**config.mk**
```make
export PLATFORM = sky130hd
export DESIGN_NAME = csel_adder_pipe_flat
export DESIGN_NICKNAME = d
export VERILOG_FILES = /design/src/rtl/csel_adder_pipe_if.sv /design/src/rtl/csel_adder_pipe.sv /design/src/flat_wrapper.sv
export SDC_FILE = /design/constraint.sdc
export NUM_CORES = 1
export LEC_CHECK = 0
export BUFFER_PORTS_ARGS = -buffer_cell sky130_fd_sc_hd__buf_4
export CAP_MARGIN = 20
export CORE_MARGIN = 2
export CORE_UTILIZATION = 40
export CTS_CLUSTER_DIAMETER = 150
export CTS_CLUSTER_SIZE = 16
export DETAILED_ROUTE_END_ITERATION = 10
export GPL_TIMING_DRIVEN = 0
export HOLD_SLACK_MARGIN = 0.05
export PLACE_DENSITY = 0.55
export SETUP_SLACK_MARGIN = 0.02
export SYNTH_ARGS = -nofsm -noshare
export SYNTH_HDL_FRONTEND = slang
export SYNTH_SLANG_ARGS = --single-unit
```
**constraint.sdc**
```tcl
create_clock -name in_CLK -period 10.55 [get_ports in_CLK]
set_clock_uncertainty 0.15 [all_clocks]
set_input_delay 2.11 -clock in_CLK [delete_from_list [all_inputs] [get_ports in_CLK]]
set_output_delay 2.11 -clock in_CLK [all_outputs]
set_load 0.01 [all_outputs]
```
**src/rtl/csel_adder_pipe_if.sv**
```systemverilog
// Operand/result handshake bundle for the pipelined carry-select adder.
interface csel_adder_pipe_if #(
    parameter int unsigned WIDTH = 32
) ();
    logic             in_Valid;
    logic             out_Ready;
    logic [WIDTH-1:0] in_A;
    logic [WIDTH-1:0] in_B;
    logic             in_C;
    logic             in_Sub;
    logic             out_Valid;
    logic             in_Ready;
    logic [WIDTH-1:0] out_S;
    logic             out_C;
    logic             out_V;

    // Upstream producer / downstream consumer side.
    modport master (
        output in_Valid, in_A, in_B, in_C, in_Sub, in_Ready,
        input  out_Ready, out_Valid, out_S, out_C, out_V
    );

    // Adder side.
    modport slave (
        input  in_Valid, in_A, in_B, in_C, in_Sub, in_Ready,
        output out_Ready, out_Valid, out_S, out_C, out_V
    );
endinterface

```
**src/rtl/csel_adder_pipe.sv**
```systemverilog
// Pipelined carry-select adder/subtractor with valid/ready backpressure.
// Each stage resolves BLOCK*BPS sum bits; the stage carry and the still
// unconsumed operand bits travel forward so all bits leave together.
module csel_adder_pipe #(
    parameter int unsigned WIDTH = 32,
    parameter int unsigned BLOCK = 4,
    parameter int unsigned BPS   = 2
) (
    input  logic             in_CLK,
    input  logic             in_RST,
    csel_adder_pipe_if.slave bus
);
    localparam int unsigned SW  = BLOCK * BPS;
    localparam int unsigned LAT = WIDTH / SW;

    // Per-stage pipeline registers; index k is the output of stage k.
    logic             vld_q [LAT];
    logic             vld_d [LAT];
    logic             cry_q [LAT];
    logic             cry_d [LAT];
    logic             am_q  [LAT];
    logic             am_d  [LAT];
    logic             bm_q  [LAT];
    logic             bm_d  [LAT];
    logic [WIDTH-1:0] s_q   [LAT];
    logic [WIDTH-1:0] s_d   [LAT];
    logic [WIDTH-1:0] ra_q  [LAT];
    logic [WIDTH-1:0] ra_d  [LAT];
    logic [WIDTH-1:0] rb_q  [LAT];
    logic [WIDTH-1:0] rb_d  [LAT];
    logic             v_q;
    logic             v_d;

    logic             advance;
    logic [WIDTH-1:0] beff;
    logic             cin0;

    // Plain ripple over one block.
    function automatic logic [BLOCK:0] ripple(
        input logic [BLOCK-1:0] a,
        input logic [BLOCK-1:0] b,
        input logic             ci
    );
        logic [BLOCK-1:0] s;
        logic             c;
        s = '0;
        c = ci;
        for (int unsigned i = 0; i < BLOCK; i++) begin
            s[i] = a[i] ^ b[i] ^ c;
            c    = (a[i] & b[i]) | (c & (a[i] ^ b[i]));
        end
        return {c, s};
    endfunction

    // One stage worth of blocks; the least significant block of the whole
    // adder ripples directly from cin, every other block selects between
    // precomputed carry-0 and carry-1 results.
    function automatic logic [SW:0] csel_seg(
        input logic [SW-1:0] a,
        input logic [SW-1:0] b,
        input logic          ci,
        input logic          lsb_seg
    );
        logic [SW-1:0] s;
        logic          c;
        logic [BLOCK:0] r0;
        logic [BLOCK:0] r1;
        s  = '0;
        c  = ci;
        r0 = '0;
        r1 = '0;
        for (int unsigned j = 0; j < BPS; j++) begin
            if (lsb_seg && (j == 0)) begin
                r0 = ripple(a[j*BLOCK +: BLOCK], b[j*BLOCK +: BLOCK], c);
                s[j*BLOCK +: BLOCK] = r0[BLOCK-1:0];
                c = r0[BLOCK];
            end else begin
                r0 = ripple(a[j*BLOCK +: BLOCK], b[j*BLOCK +: BLOCK], 1'b0);
                r1 = ripple(a[j*BLOCK +: BLOCK], b[j*BLOCK +: BLOCK], 1'b1);
                s[j*BLOCK +: BLOCK] = c ? r1[BLOCK-1:0] : r0[BLOCK-1:0];
                c = c ? r1[BLOCK] : r0[BLOCK];
            end
        end
        return {c, s};
    endfunction

    assign advance = !vld_q[LAT-1] || bus.in_Ready;
    assign beff    = bus.in_B ^ {WIDTH{bus.in_Sub}};
    assign cin0    = bus.in_C ^ bus.in_Sub;

    // Next-state for every stage: resolve this stage's slice, skew the rest.
    always_comb begin : p_next
        logic [SW-1:0]    sa;
        logic [SW-1:0]    sb;
        logic             ci;
        logic [WIDTH-1:0] s_lo;
        logic [SW:0]      r;
        int unsigned      prv;
        sa   = '0;
        sb   = '0;
        ci   = 1'b0;
        s_lo = '0;
        r    = '0;
        prv  = 0;
        v_d  = 1'b0;
        for (int unsigned k = 0; k < LAT; k++) begin
            vld_d[k] = 1'b0;
            cry_d[k] = 1'b0;
            am_d[k]  = 1'b0;
            bm_d[k]  = 1'b0;
            s_d[k]   = '0;
            ra_d[k]  = '0;
            rb_d[k]  = '0;
        end
        for (int unsigned k = 0; k < LAT; k++) begin
            prv = (k == 0) ? 0 : k - 1;
            if (k == 0) begin
                sa       = bus.in_A[SW-1:0];
                sb       = beff[SW-1:0];
                ci       = cin0;
                s_lo     = '0;
                ra_d[k]  = bus.in_A >> SW;
                rb_d[k]  = beff >> SW;
                am_d[k]  = bus.in_A[WIDTH-1];
                bm_d[k]  = beff[WIDTH-1];
                vld_d[k] = bus.in_Valid;
            end else begin
                sa       = ra_q[prv][SW-1:0];
                sb       = rb_q[prv][SW-1:0];
                ci       = cry_q[prv];
                s_lo     = s_q[prv];
                ra_d[k]  = ra_q[prv] >> SW;
                rb_d[k]  = rb_q[prv] >> SW;
                am_d[k]  = am_q[prv];
                bm_d[k]  = bm_q[prv];
                vld_d[k] = vld_q[prv];
            end
            r        = csel_seg(sa, sb, ci, k == 0);
            cry_d[k] = r[SW];
            s_d[k]   = s_lo | (WIDTH'(r[SW-1:0]) << (k * SW));
        end
        v_d = (am_d[LAT-1] == bm_d[LAT-1]) && (s_d[LAT-1][WIDTH-1] != am_d[LAT-1]);
    end

    // Stage registers: reset clears everything, otherwise shift on advance.
    always_ff @(posedge in_CLK) begin
        if (in_RST) begin
            for (int unsigned k = 0; k < LAT; k++) begin
                vld_q[k] <= 1'b0;
                cry_q[k] <= 1'b0;
                am_q[k]  <= 1'b0;
                bm_q[k]  <= 1'b0;
                s_q[k]   <= '0;
                ra_q[k]  <= '0;
                rb_q[k]  <= '0;
            end
            v_q <= 1'b0;
        end else if (advance) begin
            for (int unsigned k = 0; k < LAT; k++) begin
                vld_q[k] <= vld_d[k];
                cry_q[k] <= cry_d[k];
                am_q[k]  <= am_d[k];
                bm_q[k]  <= bm_d[k];
                s_q[k]   <= s_d[k];
                ra_q[k]  <= ra_d[k];
                rb_q[k]  <= rb_d[k];
            end
            v_q <= v_d;
        end
    end

    assign bus.out_Ready = advance;
    assign bus.out_Valid = vld_q[LAT-1];
    assign bus.out_S     = s_q[LAT-1];
    assign bus.out_C     = cry_q[LAT-1];
    assign bus.out_V     = v_q;

endmodule
```
**src/flat_wrapper.sv**
```systemverilog
// flat-port wrapper written by rule: the top's interface ports become plain ports
module csel_adder_pipe_flat 
#(
    parameter int unsigned WIDTH = 32,
    parameter int unsigned BLOCK = 4,
    parameter int unsigned BPS   = 2
)
  (in_CLK, in_RST, bus_in_Valid, bus_in_A, bus_in_B, bus_in_C, bus_in_Sub, bus_in_Ready, bus_out_Ready, bus_out_Valid, bus_out_S, bus_out_C, bus_out_V);
  csel_adder_pipe_if #(.WIDTH(WIDTH)) bus_i ();
  input  logic in_CLK;
  input  logic in_RST;
  input wire logic [$bits(bus_i.in_Valid)-1:0] bus_in_Valid;
  input wire logic [$bits(bus_i.in_A)-1:0] bus_in_A;
  input wire logic [$bits(bus_i.in_B)-1:0] bus_in_B;
  input wire logic [$bits(bus_i.in_C)-1:0] bus_in_C;
  input wire logic [$bits(bus_i.in_Sub)-1:0] bus_in_Sub;
  input wire logic [$bits(bus_i.in_Ready)-1:0] bus_in_Ready;
  output wire logic [$bits(bus_i.out_Ready)-1:0] bus_out_Ready;
  output wire logic [$bits(bus_i.out_Valid)-1:0] bus_out_Valid;
  output wire logic [$bits(bus_i.out_S)-1:0] bus_out_S;
  output wire logic [$bits(bus_i.out_C)-1:0] bus_out_C;
  output wire logic [$bits(bus_i.out_V)-1:0] bus_out_V;
  assign bus_i.in_Valid = bus_in_Valid;
  assign bus_i.in_A = bus_in_A;
  assign bus_i.in_B = bus_in_B;
  assign bus_i.in_C = bus_in_C;
  assign bus_i.in_Sub = bus_in_Sub;
  assign bus_i.in_Ready = bus_in_Ready;
  assign bus_out_Ready = bus_i.out_Ready;
  assign bus_out_Valid = bus_i.out_Valid;
  assign bus_out_S = bus_i.out_S;
  assign bus_out_C = bus_i.out_C;
  assign bus_out_V = bus_i.out_V;
  csel_adder_pipe #(.WIDTH(WIDTH), .BLOCK(BLOCK), .BPS(BPS)) u_core (.in_CLK(in_CLK), .in_RST(in_RST), .bus(bus_i));
endmodule
```
==> results of run 1 <==
-- cells in the final DEF, fill, tap and decap left out, types with 10 or more instances in the layout --
cell,n
xnor2_1,36
fa_1,25
ha_1,15
nor3b_1,54
buf_2,19
buf_6,17
nor3b_2,90
nor3_2,30
inv_1,32
buf_4,107
clkbuf_16,17
edfxtp_1,184
nor3_1,10
-- metrics by stage --
stage	power [mW]	setup WS (ns)	instance area, um2
global route	1.71	4.76	10800
CTS	1.66	4.92	10800
finish	1.64	4.93	10800
global placement	1.08	0.990	10200
detailed placement	1.08	4.48	10200
floorplan	1.01	2.89	9040
-- final cells by class --
| class | instances | area, um2 | share of cell area (%) |
|---|---|---|---|
| clock inverter | 14 | 100 | 0.930 |
| multi-input combinational | 282 | 3040 | 28.2 |
| timing repair buffer | 105 | 828 | 7.70 |
| clock buffer | 17 | 425 | 3.95 |
| tap | 285 | 357 | 3.31 |
| sequential | 185 | 5550 | 51.5 |
| inverter | 32 | 120 | 1.12 |
| buffer | 46 | 347 | 3.22 |
-- power by group through the flow --
stage / clock [mW] / combinational, mW / sequential (mW)
floorplan: 0 / 0.112 / 0.901
global placement: 0 / 0.177 / 0.902
detailed placement: 0 / 0.181 / 0.901
CTS: 0.593 / 0.182 / 0.885
global route: 0.625 / 0.197 / 0.891
finish: 0.579 / 0.177 / 0.885
-- final timing paths --
kind / startpoint / endpoint / depth (start not counted)
setup / recovery: bus_in_Sub / u_core.s_q[0][7] / 15
hold / removal: u_core.ra_q[0][19] / u_core.ra_q[0][35] / 1
setup reg to reg: u_core.ra_q[0][48] / u_core.bus.out_V / 13
hold reg to reg: u_core.ra_q[0][19] / u_core.ra_q[0][35] / 1
-- metal layers --
metal / routed length, um / global-route usage [%] / share of wire, % / vias to the layer above
li1: - / - / - / 2214
met1: 7590 / 20.1 / 44 / 2337
met2: 8950 / 26.2 / 52 / 86
met3: 622 / 2.94 / 3.6 / 13
met4: 180 / 4.37 / 1.0 / 0
met5: 0 / 0 / 0 / -
-- kinds of logic after synthesis --
family,Yosys count,synth area share [%]
multiplexers,1,0.111
flip-flops,185,61.3
AND/OR/NAND/NOR,193,21.3
adder cells (fa/ha/maj),40,7.61
buffers and inverters,78,5.16
AO/OA/AOI/OAI,7,0.512
XOR/XNOR,41,3.97
-- sequential cells by signal (all words and copies together) (netlist names) --
| name | flops |
|---|---|
| u_core.bus.out_V | 1 |
| u_core.rb_q | 45 |
| u_core.bm_q | 3 |
| u_core.ra_q | 46 |
| u_core.am_q | 2 |
| u_core.s_q | 80 |
| u_core.cry_q | 4 |
| u_core.vld_q | 4 |
==> qor.yml, run 1 <==
routing:
  wl_um: 17300
  antenna_left: 0
  drc: 0
  dr.pass1.iters: 4
  drtIter0Drc: 317
  wl_per_cell_um: 18.0
  vias: 4650
  viasPerCell: 4.81
cts:
  cts_buffers: 17
  cts_tree: "built"
  clkTransAtPathRegs_ns: 0.07
  cts_max_level: 4
  post_cts_buffers: 0
  hold_buffers: 0
  post_cts_resized: 0
  cts_buffer_depth: 2
  cts_sinks: 185
  root_buffer: "clkbuf_16"
  clkLatencyLatePin_ns: 0.43
finish:
  drive_gt1_share_pct: 43.6
  stdcell_count: 966
  area_growth_pct: 19.0
  nets: 779
  n_fill_cell: 1953
  antenna_cells: 0
  final_core_util_pct: 48.0
placement:
  placed_cells: 935
  portBuffers: 103
  hpwl_um: 11900
  gp_congestion: 0.741
setup_path:
  path_max_fanout: 10
  worstSetupStartpointType: "primary input"
  slowest_stage: "fa_1"
  rrSetupSlack_ns: 6.38
  crit_type: "primary input to register"
  worstPathRequired_ns: 10.55
  crit_buf_inv: 5
  crit_family: "adder cells"
  cp-end-kind: "register"
  crit_path_cell_trace: "buf_4, buf_4, xnor2_1, fa_1, fa_1, fa_1, inv_1, fa_1, mux2i_1, fa_1, inv_1, fa_1, inv_1, fa_1, nor3b_1"
  max_stage_delay_ns: 0.42
  arrival_ns: 5.63
  crit_top_cell: "fa_1"
timing:
  min_period_ns: 5.62
  rsz0062_at_grt: "no"
  max_freq_ghz: 0.178
  slew_viol_final: 0
  hold_viol_final: 0
  setup_viol_count_final: 0
  slew_headroom_pct: 44.2
  finalCritPeriodShare_pct: 53.3
  fin_setup_tns_ns: 0
  worst_hold_slack_ns: 0.417
  tightest_slew_ns: 0.837
power:
  swShare_pct: 23.0
  p_int_mw: 1.26
  pwr-share-seq_pct: 53.9
  p_per_area_mw_per_mm2: 152
  p_sw_mw: 0.377
  p_leak_nw: 4.33
  p_comb_share_pct: 10.8
  ir_worst_vdd_uv: 90.5
  p_clk_share_pct: 35.3
synthesis:
  yosysTopAreaCell: "edfxtp_1"
  syn_inst: 545
  netlist_top_cells_count: "184 x edfxtp_1, 90 x nor3b_2, 54 x nor3b_1"
  yosysWarnings: 0
  seq_area_frac_synth_pct: 61.3
  synth_area_leaders: "edfxtp_1 61%, nor3b_2 12%, fa_1 5.5%"
  ys.flop_type: "edfxtp_1"
  async_flop_share_pct: 0
  syn_nets: 655
  yosysUniqueCellTypes: 25
  synth.avg_cell_area_um2: 16.6
  syn_area_mm2: 0.00904
  synth_edf_count: 184
  yosysMostFrequentCell: "edfxtp_1"
  ys_seq_elements: 185
  synth_top_area_share_pct: 61.1
floorplan:
  rows: 55
  start_util_pct: 40.3
  die_width_um: 154
  core_area_mm2: 0.0224
  dieArea_mm2: 0.0238
  die_y_um: 154
  pin_count: 106
global_route:
  grt_pass1_wl_um: 27400
  grt_overflow: 0
  grt_usage_pct: 15.3
  grt_max_degree: 67
  grt_pass1_vias: 4956
  antenna_found_initial: 0
run_status:
  status: "finished, final reports clean"
flow_run:
  cap_violations: 0
min_path:
  hold_class: "register to register"
No activity file was read; power rests on OpenSTA's default activity.
==> run 2, diff against run 1 <==
Settings changed: ABC_AREA set to 1, PLACE_DENSITY 0.55 to 0.56.
Clock period 10.55 ns to 5.4 ns, I/O delays scaled along.
==> run 2 against run 1 <==
  * Clock power increased by 120%
  * Register-to-register slack worse by 5.0 ns
  * Worst setup slack got worse by 4.0 ns
  * Die area shrank 8.9%
  * Sequential share of layout area up 4.1 points
  * Largest power group unchanged
==> qor.yml, run 2 <==
synthesis:
  synth_top_area_share_pct: 67.2
  ys.flop_type: "edfxtp_1"
  synth_area_leaders: "edfxtp_1 67%, nor2_1 8.8%, inv_1 8.1%"
  synth-xor-area-share_pct: 4.26
  synth_edf_count: 184
  seq_area_frac_synth_pct: 67.5
  ys_seq_elements: 185
  synth_compound_area_share_pct: 0.426
  yosys.area_share.adder_pct: 8.38
  synth_top_family_by_area: "buffers and inverters"
  synth.avg_cell_area_um2: 12.2
  yosysUniqueCellTypes: 17
  syn_area_mm2: 0.00822
  syn_inst: 676
  yosysTopAreaCell: "edfxtp_1"
  synthSimpleGateAreaFrac_pct: 9.38
  yosysMostFrequentCell: "nor2_1"
  syn_nets: 786
  yosysWarnings: 0
  async_flop_share_pct: 0
  netlist_top_cells_count: "192 x nor2_1, 184 x edfxtp_1, 178 x inv_1"
  synthMuxAreaShare_pct: 0
setup_path:
  crit_top_cell: "fa_1"
  timing.rr.start: "u_core.ra_q[0][24]"
  path_max_fanout: 10
  max_stage_delay_ns: 0.42
  slowest_stage: "fa_1"
  arrival_ns: 4.48
  worstPathRequired_ns: 5.42
  crit_path_cell_trace: "buf_4, buf_4, xnor2_1, fa_1, fa_1, fa_1, inv_1, fa_1, nor2_1, a21oi_1, fa_1, inv_1, fa_1, inv_1, fa_1, inv_1, nor2_1"
  r2r_end: "u_core.s_q[2][23]"
  crit_type: "primary input to register"
  cp-end-kind: "register"
  r2r_cells: 13
  rrSetupSlack_ns: 1.38
  worstSetupStartpointType: "primary input"
timing:
  hold_viol_final: 0
  finalCritPeriodShare_pct: 82.4
  slew_headroom_pct: 40.9
  setup_viol_count_final: 0
  fin_setup_tns_ns: 0
  tightest_slew_ns: 0.887
  slew_viol_final: 0
  rsz0062_at_grt: "no"
  max_freq_ghz: 0.225
  layout_setup_ws_ns: 0.949
  min_period_ns: 4.45
power:
  ir_worst_vdd_uv: 203
  p_per_area_mw_per_mm2: 333
  fin_total_pwr_mw: 3.32
  p_leak_nw: 4.42
finish:
  fin_area_mm2: 0.00997
  stdcell_count: 1083
  reg_top3: "u_core.s_q: 80 flops, u_core.ra_q: 46 flops, u_core.rb_q: 45 flops"
  final_common_cell: "nor2_1"
  final_cell_mix: "192 x nor2_1, 184 x edfxtp_1, 178 x inv_1"
  nets: 910
  regMostFlops: "u_core.s_q"
  drive_gt1_share_pct: 20.2
  antenna_cells: 0
  area_growth_pct: 21.4
  largest_reg_flops: 80
routing:
  drc: 0
  drtIter0Drc: 259
  vias: 4471
  dr.pass1.iters: 4
  wl_um: 13400
  wl_per_cell_um: 12.4
  viasPerCell: 4.13
  antenna_left: 0
min_path:
  min_to: "u_core.bus.out_V"
  holdPathStages: 2
  hp-start: "u_core.bus.out_V"
  hold_class: "register to register"
global_route:
  grt_max_degree: 118
  grt_pass1_vias: 4559
  grt_pass1_wl_um: 22100
  grt_overflow: 0
  grt_usage_pct: 13.2
  antenna_found_initial: 0
cts:
  cts_max_level: 4
  clkLatencyLatePin_ns: 0.42
  post_cts_resized: 0
  cts_sinks: 185
  cts_tree: "built"
  clkTransAtPathRegs_ns: 0.07
  root_buffer: "clkbuf_16"
  cts_buffers: 17
  cts_buffer_depth: 2
  post_cts_buffers: 0
  hold_buffers: 0
floorplan:
  die_y_um: 147
  start_util_pct: 40.7
  dieArea_mm2: 0.0217
  core_area_mm2: 0.0202
  pin_count: 106
  die_width_um: 147
  rows: 52
placement:
  placedInstanceArea_mm2: 0.00938
  portBuffers: 104
  hpwl_um: 9130
  dp_slack_ns: 0.495
  placed_cells: 1051
  gp_congestion: 0.724
run_status:
  status: "finished, final reports clean"
flow_run:
  cap_violations: 0
==> run 2: changes by cell type after synthesis, moves of 2 or more <==
cell	change
buf_2	-9
buf_4	+8
buf_6	-17
clkbuf_1	-4
inv_1	+146
nand2_1	+5
nor2_1	+187
nor2_4	+2
nor3_1	-10
nor3_2	-30
nor3b_1	-54
nor3b_2	-90
==> run 2: how the worst max path moves through the flow <==
stage | startpoint | to | slack [ns] | cells after the start
after floorplan | bus_in_Sub | u_core.s_q[0][7] | 0.75 | 17
after global placement | bus_in_Ready | u_core.rb_q[0][14] | 0.40 | 3
after detailed placement | bus_in_Sub | u_core.s_q[0][7] | 0.49 | 17
after CTS | bus_in_Sub | u_core.s_q[0][7] | 0.94 | 17
after global routing | bus_in_Sub | u_core.s_q[0][7] | 0.74 | 17
final | bus_in_Sub | u_core.s_q[0][7] | 0.95 | 17
==> run 2: kinds of logic (layout without fill, tap and decap cells) <==
kind of cell,Yosys count,after routing
simple gates,201,201
buf+inv,203,340
xor+xnor,40,40
fa+ha+maj,40,40
compound gates,7,7
flops,185,185
==> run 2: metrics by stage <==
stage          utilization (%)  hold WS (ns)
2_1_floorplan                -         0.341
3_3_place_gp              46.3         0.310
3_5_place_dp              46.5         0.317
4_1_cts                   49.4         0.328
5_1_grt                   49.4         0.357
6_report                  49.4         0.321
==> run 2: critical path, delay by kind of cell <==
kind	cells	cell delay [ns]
XOR/XNOR	1	0.12
AND/OR/NAND/NOR	2	0.09
adder cells (fa/ha/maj)	7	2.35
buffers and inverters	6	0.68
AO/OA/AOI/OAI	1	0.15
==> run 2: layout make-up <==
| type | instances | area [um2] |
|---|---|---|
| timing repair buffer | 105 | 808 |
| inverter | 179 | 672 |
| multi-input combinational | 288 | 1860 |
| clock inverter | 14 | 164 |
| tap | 270 | 338 |
| clock buffer | 18 | 429 |
| buffer | 24 | 155 |
| fill | 1857 | 10200 |
| sequential | 185 | 5550 |
==> run 2: per-layer routing <==
layer,up-vias,routed length (um),track usage (%)
li1,2291,-,-
met1,2081,5830,16.1
met2,87,6880,23.0
met3,12,538,3.42
met4,0,173,4.23
met5,-,0,0
==> run 2: where the power goes <==
part	internal, mW	total, mW	switching, mW
registers	1.71	1.75	0.0381
logic	0.155	0.328	0.173
clock network	0.695	1.25	0.552
